## config.mk

```make
export PLATFORM = sky130hd
export DESIGN_NAME = mem_bus_bridge
export DESIGN_NICKNAME = d
export VERILOG_FILES = /design/src/rtl/mem_bus_bridge.sv
export SDC_FILE = /design/constraint.sdc
export NUM_CORES = 1
export LEC_CHECK = 0
export BUFFER_PORTS_ARGS = -buffer_cell sky130_fd_sc_hd__buf_2
export CAP_MARGIN = 20
export CORE_ASPECT_RATIO = 1.4
export CORE_UTILIZATION = 45
export CTS_CLUSTER_SIZE = 40
export DETAILED_ROUTE_END_ITERATION = 16
export PLACE_DENSITY = 0.8
export RECOVER_POWER = 100
export SLEW_MARGIN = 20
export SYNTH_ARGS = -nofsm -noshare
export SYNTH_HDL_FRONTEND = slang
export SYNTH_SLANG_ARGS = --single-unit
```

## constraint.sdc

```tcl
create_clock -name clk -period 2.1 [get_ports clk]
set_clock_uncertainty 0.1 [all_clocks]
set_input_delay 0.21 -clock clk [delete_from_list [all_inputs] [get_ports clk]]
set_output_delay 0.21 -clock clk [all_outputs]
set_load 0.03 [all_outputs]
```

## src/rtl/mem_bus_bridge.sv

```systemverilog
// mem_bus_bridge: bridges single-cycle core data-memory requests onto a slow
// RAM port with a request/ack handshake. A captured request is held in the
// mem_* registers while mem_req_o is high; the core is stalled until the RAM
// acknowledges (or the optional watchdog fires).
//
// Handshake: mem_req_o is high for every cycle the bridge waits on the RAM and
// the mem_we/addr/sel/wdata registers are stable for that whole window; the RAM
// completes the transfer by pulsing mem_ack_i for exactly one cycle while
// mem_req_o is high. Any mem_ack_i seen while mem_req_o is low is ignored.
//
// Optional feature: define MEM_BRIDGE_TIMEOUT_EN to add a watchdog that ends a
// stuck request after TIMEOUT_CYCLES waiting cycles, returns 32'hDEAD_BEEF to
// loads and raises the sticky bus_err_o flag.
module mem_bus_bridge #(
  parameter int unsigned TIMEOUT_CYCLES = 255
) (
  input  logic        clk,
  input  logic        rst,
  input  logic        flush_i,
  input  logic        cpu_ce_i,
  input  logic        cpu_we_i,
  input  logic [31:0] cpu_addr_i,
  input  logic [3:0]  cpu_sel_i,
  input  logic [31:0] cpu_data_i,
  output logic [31:0] cpu_data_o,
  output logic        stallreq_o,
  output logic        mem_req_o,
  output logic        mem_we_o,
  output logic [31:0] mem_addr_o,
  output logic [3:0]  mem_sel_o,
  output logic [31:0] mem_wdata_o,
  input  logic        mem_ack_i,
  input  logic [31:0] mem_rdata_i,
  output logic [1:0]  dbg_state_o
`ifdef MEM_BRIDGE_TIMEOUT_EN
  ,
  output logic        bus_err_o
`endif
);

  localparam logic [1:0] S_IDLE = 2'd0;
  localparam logic [1:0] S_REQ  = 2'd1;
  localparam logic [1:0] S_DONE = 2'd2;

  // Reject an out-of-range watchdog limit when the design is elaborated.
  if (TIMEOUT_CYCLES < 1 || TIMEOUT_CYCLES > 65535) begin : g_bad_timeout
    $error("mem_bus_bridge: TIMEOUT_CYCLES must be in 1..65535");
  end

  logic [1:0] state;
  // Remembers a flush seen in any earlier REQ cycle so the completing ack
  // can still be discarded even if flush_i has dropped by then.
  logic       flush_seen;

`ifdef MEM_BRIDGE_TIMEOUT_EN
  // Compare against limit-1: the counter holds the number of finished
  // waiting cycles, so the limit is reached during the last allowed cycle.
  localparam logic [15:0] TIMEOUT_LAST = 16'(TIMEOUT_CYCLES - 1);
  logic [15:0] wait_cnt;
  logic        timeout_hit;
  assign timeout_hit = (wait_cnt == TIMEOUT_LAST);
`endif

  // Stall the core while a request is being captured or is outstanding;
  // never stall while reset is asserted.
  always_comb begin
    stallreq_o = 1'b0;
    if (rst) begin
      if (state == S_REQ) begin
        stallreq_o = 1'b1;
      end else if (state == S_IDLE && cpu_ce_i && !flush_i) begin
        stallreq_o = 1'b1;
      end
    end
  end

  assign mem_req_o   = (state == S_REQ);
  assign dbg_state_o = state;

  // Main FSM with request capture, read-data return and flush tracking.
  always_ff @(posedge clk or negedge rst) begin
    if (!rst) begin
      state       <= S_IDLE;
      flush_seen  <= 1'b0;
      cpu_data_o  <= 32'd0;
      mem_we_o    <= 1'b0;
      mem_addr_o  <= 32'd0;
      mem_sel_o   <= 4'd0;
      mem_wdata_o <= 32'd0;
`ifdef MEM_BRIDGE_TIMEOUT_EN
      wait_cnt    <= 16'd0;
      bus_err_o   <= 1'b0;
`endif
    end else begin
      case (state)
        S_IDLE: begin
          if (cpu_ce_i && !flush_i) begin
            mem_we_o    <= cpu_we_i;
            mem_addr_o  <= cpu_addr_i;
            mem_sel_o   <= cpu_sel_i;
            mem_wdata_o <= cpu_data_i;
            flush_seen  <= 1'b0;
`ifdef MEM_BRIDGE_TIMEOUT_EN
            wait_cnt    <= 16'd0;
`endif
            state       <= S_REQ;
          end
        end
        S_REQ: begin
          if (mem_ack_i) begin
            // A flushed access still completes on the RAM side, but its
            // result is dropped and the DONE cycle is skipped.
            if (flush_i || flush_seen) begin
              state <= S_IDLE;
            end else begin
              if (!mem_we_o) begin
                cpu_data_o <= mem_rdata_i;
              end
              state <= S_DONE;
            end
            flush_seen <= 1'b0;
          end
`ifdef MEM_BRIDGE_TIMEOUT_EN
          else if (timeout_hit) begin
            if (!mem_we_o) begin
              cpu_data_o <= 32'hDEAD_BEEF;
            end
            bus_err_o  <= 1'b1;
            flush_seen <= 1'b0;
            state      <= S_DONE;
          end else begin
            wait_cnt <= wait_cnt + 16'd1;
            if (flush_i) begin
              flush_seen <= 1'b1;
            end
          end
`else
          else if (flush_i) begin
            flush_seen <= 1'b1;
          end
`endif
        end
        S_DONE: begin
          state <= S_IDLE;
        end
        default: begin
          state <= S_IDLE;
        end
      endcase
    end
  end

  // cpu_data_i is only meaningful for stores; it is captured above.
  // Nothing else to drive here.

endmodule

```

==> results of run 1 <==
==> logic make-up (layout without fill, tap and decap cells) <==
logic type,after synthesis,count (layout)
muxes,101,101
buffers and inverters,14,306
AOI/OAI and AO/OA,4,4
DFF,104,104
and+or+nand+nor,5,5
==> power by group through the flow <==
stage                     Combinational [mW]  Clock, mW  Sequential (mW)
after floorplan                        0.859          0             4.34
after detailed placement                3.19          0             3.02
after CTS                               3.31       1.74             3.00
after global routing                    3.04       1.81             3.10
after global placement                  3.13          0             2.99
final                                   2.89       1.69             3.02
==> metal layers <==
metal	global-route usage	vias up	share of wire
li1	-	1377	-
met1	0.242	1458	0.36
met2	0.395	131	0.54
met3	0.0590	26	0.064
met4	0.111	0	0.032
met5	0	-	0
==> metrics by stage <==
| stage | power [mW] | setup WS (ns) | util | instance area [um^2] | hold WS (ns) |
|---|---|---|---|---|---|
| after floorplan | 5.20 | 0.340 | - | 4070 | -0.186 |
| after global placement | 6.12 | 0.266 | 0.603 | 5220 | 0.262 |
| after detailed placement | 6.21 | 0.202 | 0.603 | 5220 | 0.257 |
| after CTS | 8.05 | 0.129 | 0.723 | 6260 | 0.000630 |
| after global routing | 7.96 | 0.0427 | 0.691 | 5980 | -0.00929 |
| final | 7.60 | 0.139 | 0.691 | 5980 | -0.00592 |
==> layout by cell type (no fill, tap or decap), drive strengths merged <==
cell type      n
inv            2
a21o           1
o211ai         1
dfrtp        104
nor2           1
buf          108
o21a           1
dlygate4sd3   71
and3           1
o31ai          1
clkinvlp       3
nand4b         1
nor4b          1
nor2b          1
clkbuf       121
bufinv         1
mux2         101
==> area by class of cell <==
| type | count | area, um^2 | share of cell area |
|---|---|---|---|
| Clock inverter | 4 | 52.6 | 0.00879 |
| Sequential cell | 104 | 2600 | 0.435 |
| Tap cell | 105 | 131 | 0.0220 |
| Inverter | 2 | 7.51 | 0.00126 |
| Clock buffer | 12 | 256 | 0.0429 |
| Timing Repair Buffer | 288 | 1700 | 0.283 |
| Multi-Input combinational cell | 110 | 1230 | 0.206 |
==> flip-flops by register name (all words and copies together) (netlist names) <==
| signal | cells |
|---|---|
| cpu_data_o | 32 |
| dbg_state_o | 2 |
| flush_seen | 1 |
| mem_addr_o | 32 |
| mem_sel_o | 4 |
| mem_wdata_o | 32 |
| mem_we_o | 1 |
==> critical path, stage by stage (launching register included) <==
cell,delay (ns)
sky130_fd_sc_hd__dfrtp_1,0.41
sky130_fd_sc_hd__nor4b_4,0.34
sky130_fd_sc_hd__buf_12,0.22
sky130_fd_sc_hd__o21a_1,0.14
sky130_fd_sc_hd__clkbuf_2,0.21
==> worst max-delay path by stage <==
| stage | endpoint | slack (ns) | cells after the start |
|---|---|---|---|
| after detailed placement | stallreq_o | 0.20 | 4 |
| final | stallreq_o | 0.14 | 4 |
| after CTS | stallreq_o | 0.13 | 4 |
| after floorplan | stallreq_o | 0.34 | 4 |
| after global placement | stallreq_o | 0.27 | 4 |
| after global routing | mem_wdata_o[6] | 0.04 | 4 |
==> timing repair <==
item	CTS	global route
hold buffers	68	3
buffers inserted	1	0
setup endpoints to repair	1	0
resized for setup	1	0
endpoints found under the hold margin	171	3
==> metrics.md, run 1 <==
| Metric | Value |
|---|---|
| Run status | `finished, violations left` |
| Failing checks | `hold timing` |
| Post-synth design cell area | `4070 um^2` |
| Slew Limit Headroom | `0.160` |
| Most repeated cell in the gate-level netlist after synthesis | `sky130_fd_sc_hd__dfrtp_1` |
| Vias in the first global route | `3105` |
| Post-synth top area share | `0.640` |
| Number of pins exceeding their max-slew limit in the final report | `0` |
| Post-route DRC | `0` |
| Input/output buffers | `210` |
| Switching portion of total power | `0.403` |
| Simple-gate share of the synthesized area | `0.0120` |
| Power per unit of standard cell area | `1270 nW/um^2` |
| Worst vdd rail ir drop | `0.721 mV` |
| Combinational family with the most area after synthesis | `multiplexers` |
| Combined global-route utilization of all metal layers | `0.224` |
| Final Setup Violations | `0` |
| Initial DRC Count | `111` |
| Antenna Diode Count | `0` |
| Die Y-Extent | `114 um` |
| Setup TNS after final layout | `0 ns` |
| Initial antenna violation count | `0` |
| Vias per Instance | `4.79` |
| Placed Cells incl. Taps | `536` |
| First-pass GRT wire length | `15.2 mm` |
| Adder-cell share of the synthesized area | `0` |
| Highest Clock Rate | `510 MHz` |
| Mapped Nets | `334` |
| R2R depth | `4` |
| Leakage power | `2.73 nW` |
| Worst hold slack after final layout | `-0.00592 ns` |
| Cell internal power dissipation | `4.53 mW` |
| Post-synthesis mux area share | `0.307` |
| Starting Density | `0.470` |
| CTS Buffer Depth | `2` |
| Worst EP required | `1.79 ns` |
| Switching power of the nets | `3.06 mW` |
| Synthesis-to-finish area growth | `47.1%` |
| Transition time at the pin with the least slew margin | `1.26 ns` |
| Register-to-Register Setup Slack | `0.15 ns` |
| Period utilisation layout | `0.934` |
| Final cell count without fillers | `625` |
| Endpoint of the worst hold path | `cpu_data_o[14]` |
| Largest net degree at the start of global routing | `105` |
| Number of hold violations in the final report | `1` |
| Number of warnings reported in the yosys synthesis log | `0` |
| CTS clock-pin slew for the worst setup and hold paths | `0.06 ns` |
| Kind of launch point of the worst setup path | `register` |
| Reg-to-Reg Start | `dbg_state_o[0]` |
| Largest area contributor in the netlist | `sky130_fd_sc_hd__dfrtp_1` |
| Fraction of final layout cells with drive strength greater than 1 | `0.387` |
| Clock tree from TritonCTS | `yes` |
| CP Class | `register to output pin` |
| Total number of vias | `2992` |
| Classification of the worst-slack hold path | `primary input to register` |
| Destination of the worst register-to-register timing path | `mem_addr_o[21]` |
| Cell count of the worst hold path | `2` |
| Residual overflow from global routing | `0` |
| Endpoint arrival time on the critical path | `1.65 ns` |
| Sum of routed wire length over all layers | `10.4 mm` |
| Iteration count of the initial detailed-routing pass | `4` |
| Antenna Nets Post-Route | `0` |
| Biggest area contributors in the synthesized netlist | `sky130_fd_sc_hd__dfrtp_1, sky130_fd_sc_hd__mux2_2, sky130_fd_sc_hd__mux2_4` |
| Share of synthesized flip-flops with an asynchronous set or reset | `1.00` |
| Number of nets in the layout | `621` |
| Post-synthesis cell type count | `15` |
| Count of pins on the block boundary | `211` |
| Count of flip-flops with a built-in enable after synthesis | `0` |
| Clock network fraction of total power | `0.223` |
| Count of state elements after synthesis | `104` |
| Syn_area_per_cell | `17.8 um^2` |
| Drt wl/cell | `16.7 um` |
| Total die area | `9430 um^2` |
| Setup crit start | `dbg_state_o[0]` |
| Critical Path Fanout Max | `20` |
| Min Clock Period, post-route | `1.96 ns` |
| RSZ-0062 raised after global routing | `false` |
| Placement row count | `40` |
| Power share of the combinational group | `0.380` |
| Core area | `8660 um^2` |
| Max-Cap Viols | `0` |
| Clock buffers created by TritonCTS | `9` |
| Detailed-placement wirelength estimate | `6.43 mm` |
| Clock latency of the later-clocked register in the worst-skew pair | `0.33 ns` |
| CTS H-tree depth | `3` |
| Gpl congestion | `0.715` |
| Clk root buf | `sky130_fd_sc_hd__clkbuf_16` |
| Width of the die | `82.3 um` |
| Startpoint of the worst hold path | `mem_rdata_i[14]` |
| Cell count after synthesis | `228` |
| Flop pwr share | `0.397` |
| Sequential cell area fraction in the yosys report | `0.640` |
| Compound-Gate Fraction of Synth Area | `0.00738` |
| Layout filler cell count | `686` |
| TritonCTS Sinks | `104` |
| Commonest cells in the netlist | `sky130_fd_sc_hd__dfrtp_1, sky130_fd_sc_hd__mux2_2, sky130_fd_sc_hd__mux2_4` |
| Most used DFF post-synth | `sky130_fd_sc_hd__dfrtp_1` |
| Critical Path Sink Type | `output pin` |
| XOR/XNOR Fraction of Synth Area | `0` |
(Power assumes the default switching activity.)
==> run 2, diff against run 1 <==
--- a/config.mk
+++ b/config.mk
@@ -8,10 +8,9 @@
 export BUFFER_PORTS_ARGS = -buffer_cell sky130_fd_sc_hd__buf_2
 export CAP_MARGIN = 20
 export CORE_ASPECT_RATIO = 1.4
-export CORE_UTILIZATION = 45
+export CORE_UTILIZATION = 25
 export CTS_CLUSTER_SIZE = 40
 export DETAILED_ROUTE_END_ITERATION = 16
-export PLACE_DENSITY = 0.8
 export RECOVER_POWER = 100
 export SLEW_MARGIN = 20
 export SYNTH_ARGS = -nofsm -noshare
==> metrics.md, run 2 (synthesis results as in run 1) <==
| Metric | Value |
|---|---|
| Commonest cells after routing, fill and taps aside | `sky130_fd_sc_hd__clkbuf_1, sky130_fd_sc_hd__buf_2, sky130_fd_sc_hd__dfrtp_1 (was sky130_fd_sc_hd__clkbuf_1, sky130_fd_sc_hd__dfrtp_1, sky130_fd_sc_hd__buf_2)` |
| Sum of routed wire length over all layers | `11.4 mm (was 10.4 mm)` |
| Setup slack of the critical path after layout | `0.136 ns (was 0.139 ns)` |
| Antenna Nets Post-Route | `0 (unchanged)` |
| Vias in the first global route | `3520 (was 3105)` |
| Iteration count of the initial detailed-routing pass | `5 (was 4)` |
| Die Y-Extent | `153 um (was 114 um)` |
| Clock buffers created by TritonCTS | `9 (unchanged)` |
| First-pass GRT wire length | `17.5 mm (was 15.2 mm)` |
| Worst EP required | `1.79 ns (about the same)` |
| Initial DRC Count | `69 (was 111)` |
| Synthesis-to-finish area growth | `56.5% (was 47.1%)` |
| Final Setup Violations | `0 (unchanged)` |
| Setup crit start | `dbg_state_o[0] (unchanged)` |
| Kind of launch point of the worst setup path | `register (unchanged)` |
| Total die area | `16800 um^2 (was 9430 um^2)` |
| Number of hold violations in the final report | `0 (was 1)` |
| Critical path cell sequence | `nor4b_4, clkbuf_16, o21a_1, buf_2 (was nor4b_4, buf_12, o21a_1, clkbuf_2)` |
| RSZ-0062 raised after global routing | `false (unchanged)` |
| Power per unit of standard cell area | `1220 nW/um^2 (was 1270 nW/um^2)` |
| Endpoint arrival time on the critical path | `1.65 ns (about the same)` |
| Number of pins exceeding their max-slew limit in the final report | `0 (unchanged)` |
| Min Clock Period, post-route | `1.96 ns (about the same)` |
| Combined global-route utilization of all metal layers | `0.139 (was 0.224)` |
| Critical Path Sink Type | `output pin (unchanged)` |
| Max incr delay on CP | `0.42 ns (was 0.41 ns)` |
| Startpoint of the worst hold path | `mem_rdata_i[23] (was mem_rdata_i[14])` |
| Clock tree from TritonCTS | `yes (unchanged)` |
| Largest net degree at the start of global routing | `105 (unchanged)` |
| Worst-case setup slack after placement | `0.225 ns (was 0.202 ns)` |
| Gpl congestion | `0.676 (was 0.715)` |
| Fraction of final layout cells with drive strength greater than 1 | `0.369 (was 0.387)` |
| Initial antenna violation count | `0 (unchanged)` |
| CP Class | `register to output pin (unchanged)` |
| Width of the die | `110 um (was 82.3 um)` |
| Antenna Diode Count | `0 (unchanged)` |
| Count of pins on the block boundary | `211 (unchanged)` |
| Transition time at the pin with the least slew margin | `1.28 ns (was 1.26 ns)` |
| Residual overflow from global routing | `0 (unchanged)` |
| Run status | `finished clean (was finished, violations left)` |
| Vias per Instance | `4.21 (was 4.79)` |
| TritonCTS Sinks | `104 (unchanged)` |
| Slew Limit Headroom | `0.145 (was 0.160)` |
| Critical Path Fanout Max | `16 (was 20)` |
| Detailed-placement wirelength estimate | `6.89 mm (was 6.43 mm)` |
| CTS clock-pin slew for the worst setup and hold paths | `0.07 ns (was 0.06 ns)` |
| Most common cell after layout, fill and taps aside | `sky130_fd_sc_hd__clkbuf_1 (unchanged)` |
| Leakage power | `2.85 nW (was 2.73 nW)` |
| Top Registers | `cpu_data_o: 32 flops, mem_addr_o: 32 flops, mem_wdata_o: 32 flops (unchanged)` |
| Layout filler cell count | `1504 (was 686)` |
| Starting Density | `0.258 (was 0.470)` |
| Clk root buf | `sky130_fd_sc_hd__clkbuf_16 (unchanged)` |
| Clock latency of the later-clocked register in the worst-skew pair | `0.34 ns (was 0.33 ns)` |
| Total number of vias | `3118 (was 2992)` |
| Max-Cap Viols | `0 (unchanged)` |
| Drt wl/cell | `15.4 um (was 16.7 um)` |
| Core area | `15700 um^2 (was 8660 um^2)` |
| Highest Clock Rate | `509 MHz (was 510 MHz)` |
| Cell with the biggest individual delay on the critical path | `sky130_fd_sc_hd__dfrtp_1 (unchanged)` |
| Post-route DRC | `0 (unchanged)` |
| Input/output buffers | `210 (unchanged)` |
| Worst vdd rail ir drop | `0.513 mV (was 0.721 mV)` |
| Placement row count | `54 (was 40)` |
| Classification of the worst-slack hold path | `primary input to register (unchanged)` |
| CTS H-tree depth | `3 (unchanged)` |
| CTS Buffer Depth | `2 (unchanged)` |
| Period utilisation layout | `0.935 (was 0.934)` |
| Number of nets in the layout | `646 (was 621)` |
| Setup TNS after final layout | `0 ns (unchanged)` |
| Reg-to-Reg Start | `dbg_state_o[0] (unchanged)` |
==> run 2: cell types whose count changed in the layout (fill, tap and decap cells not counted), sizes merged <==
| cell | before | now |
|---|---|---|
| bufinv | 1 | 2 |
| clkbuf | 121 | 120 |
| dlygate4sd3 | 71 | 95 |
| inv | 2 | 3 |
| buf | 108 | 110 |
| clkinvlp | 3 | 1 |
==> run 2: what timing repair did <==
item / 4_1_cts / 5_1_grt
gates cloned: 2 / 0
setup buffers: 1 / 0
endpoints found under the hold margin: 197 / 1
endpoints found under the setup margin: 1 / 1
resized for setup: 2 / 1
hold buffers: 94 / 1
pin swaps: 1 / 0
==> run 2: per-layer routing <==
layer / wire length [um] / track usage / vias up
li1: - / - / 1417
met1: 4150 / 0.137 / 1537
met2: 6160 / 0.255 / 137
met3: 668 / 0.0367 / 27
met4: 404 / 0.0762 / 0
met5: 0 / 0 / -
==> run 2: power breakdown <==
part           internal, mW  leakage, nW  total [mW]  switching, mW
clock                  1.08        0.153        1.81          0.727
sequential             2.66         1.24        3.03          0.372
combinational         0.918         1.46        2.91           1.99
==> run 2: layout make-up <==
cell class                      count  area [um^2]  area share
Clock buffer                       12          246      0.0387
Clock inverter                      4         76.3      0.0120
Inverter                            2         7.51     0.00118
Multi-Input combinational cell    110         1230       0.194
Sequential cell                   104         2600       0.409
Tap cell                          196          245      0.0385
Timing Repair Buffer              313         1950       0.307
==> run 2: final timing paths <==
kind	cells past startpoint	slack, ns	endpoint
setup / recovery	4	0.14	stallreq_o
hold / removal	2	0.01	cpu_data_o[23]
setup reg to reg	4	0.15	mem_addr_o[16]
hold reg to reg	1	0.40	cpu_data_o[22]
max in group asynchronous	3	0.38	cpu_data_o[4]
min in group asynchronous	3	0.71	mem_wdata_o[18]
==> run 2: metrics by stage <==
stage | utilization | hold slack (ns) | instances | power, mW | cell area, um^2
finish | 0.404 | 0.0114 | 741 | 7.75 | 6360
global route | 0.404 | -0.00387 | 741 | 8.16 | 6360
global placement | 0.337 | 0.246 | 627 | 6.15 | 5310
detailed placement | 0.337 | 0.255 | 627 | 6.22 | 5310
CTS | 0.421 | 0.000803 | 740 | 8.26 | 6620
floorplan | - | -0.186 | 228 | 5.20 | 4070
==> run 2: worst max-delay path, delay by kind of cell (launching register included) <==
kind | cells | cell delay (ns)
AO/OA/AOI/OAI | 1 | 0.12
flip-flops | 1 | 0.42
AND/OR/NAND/NOR | 1 | 0.33
buffers and inverters | 2 | 0.45
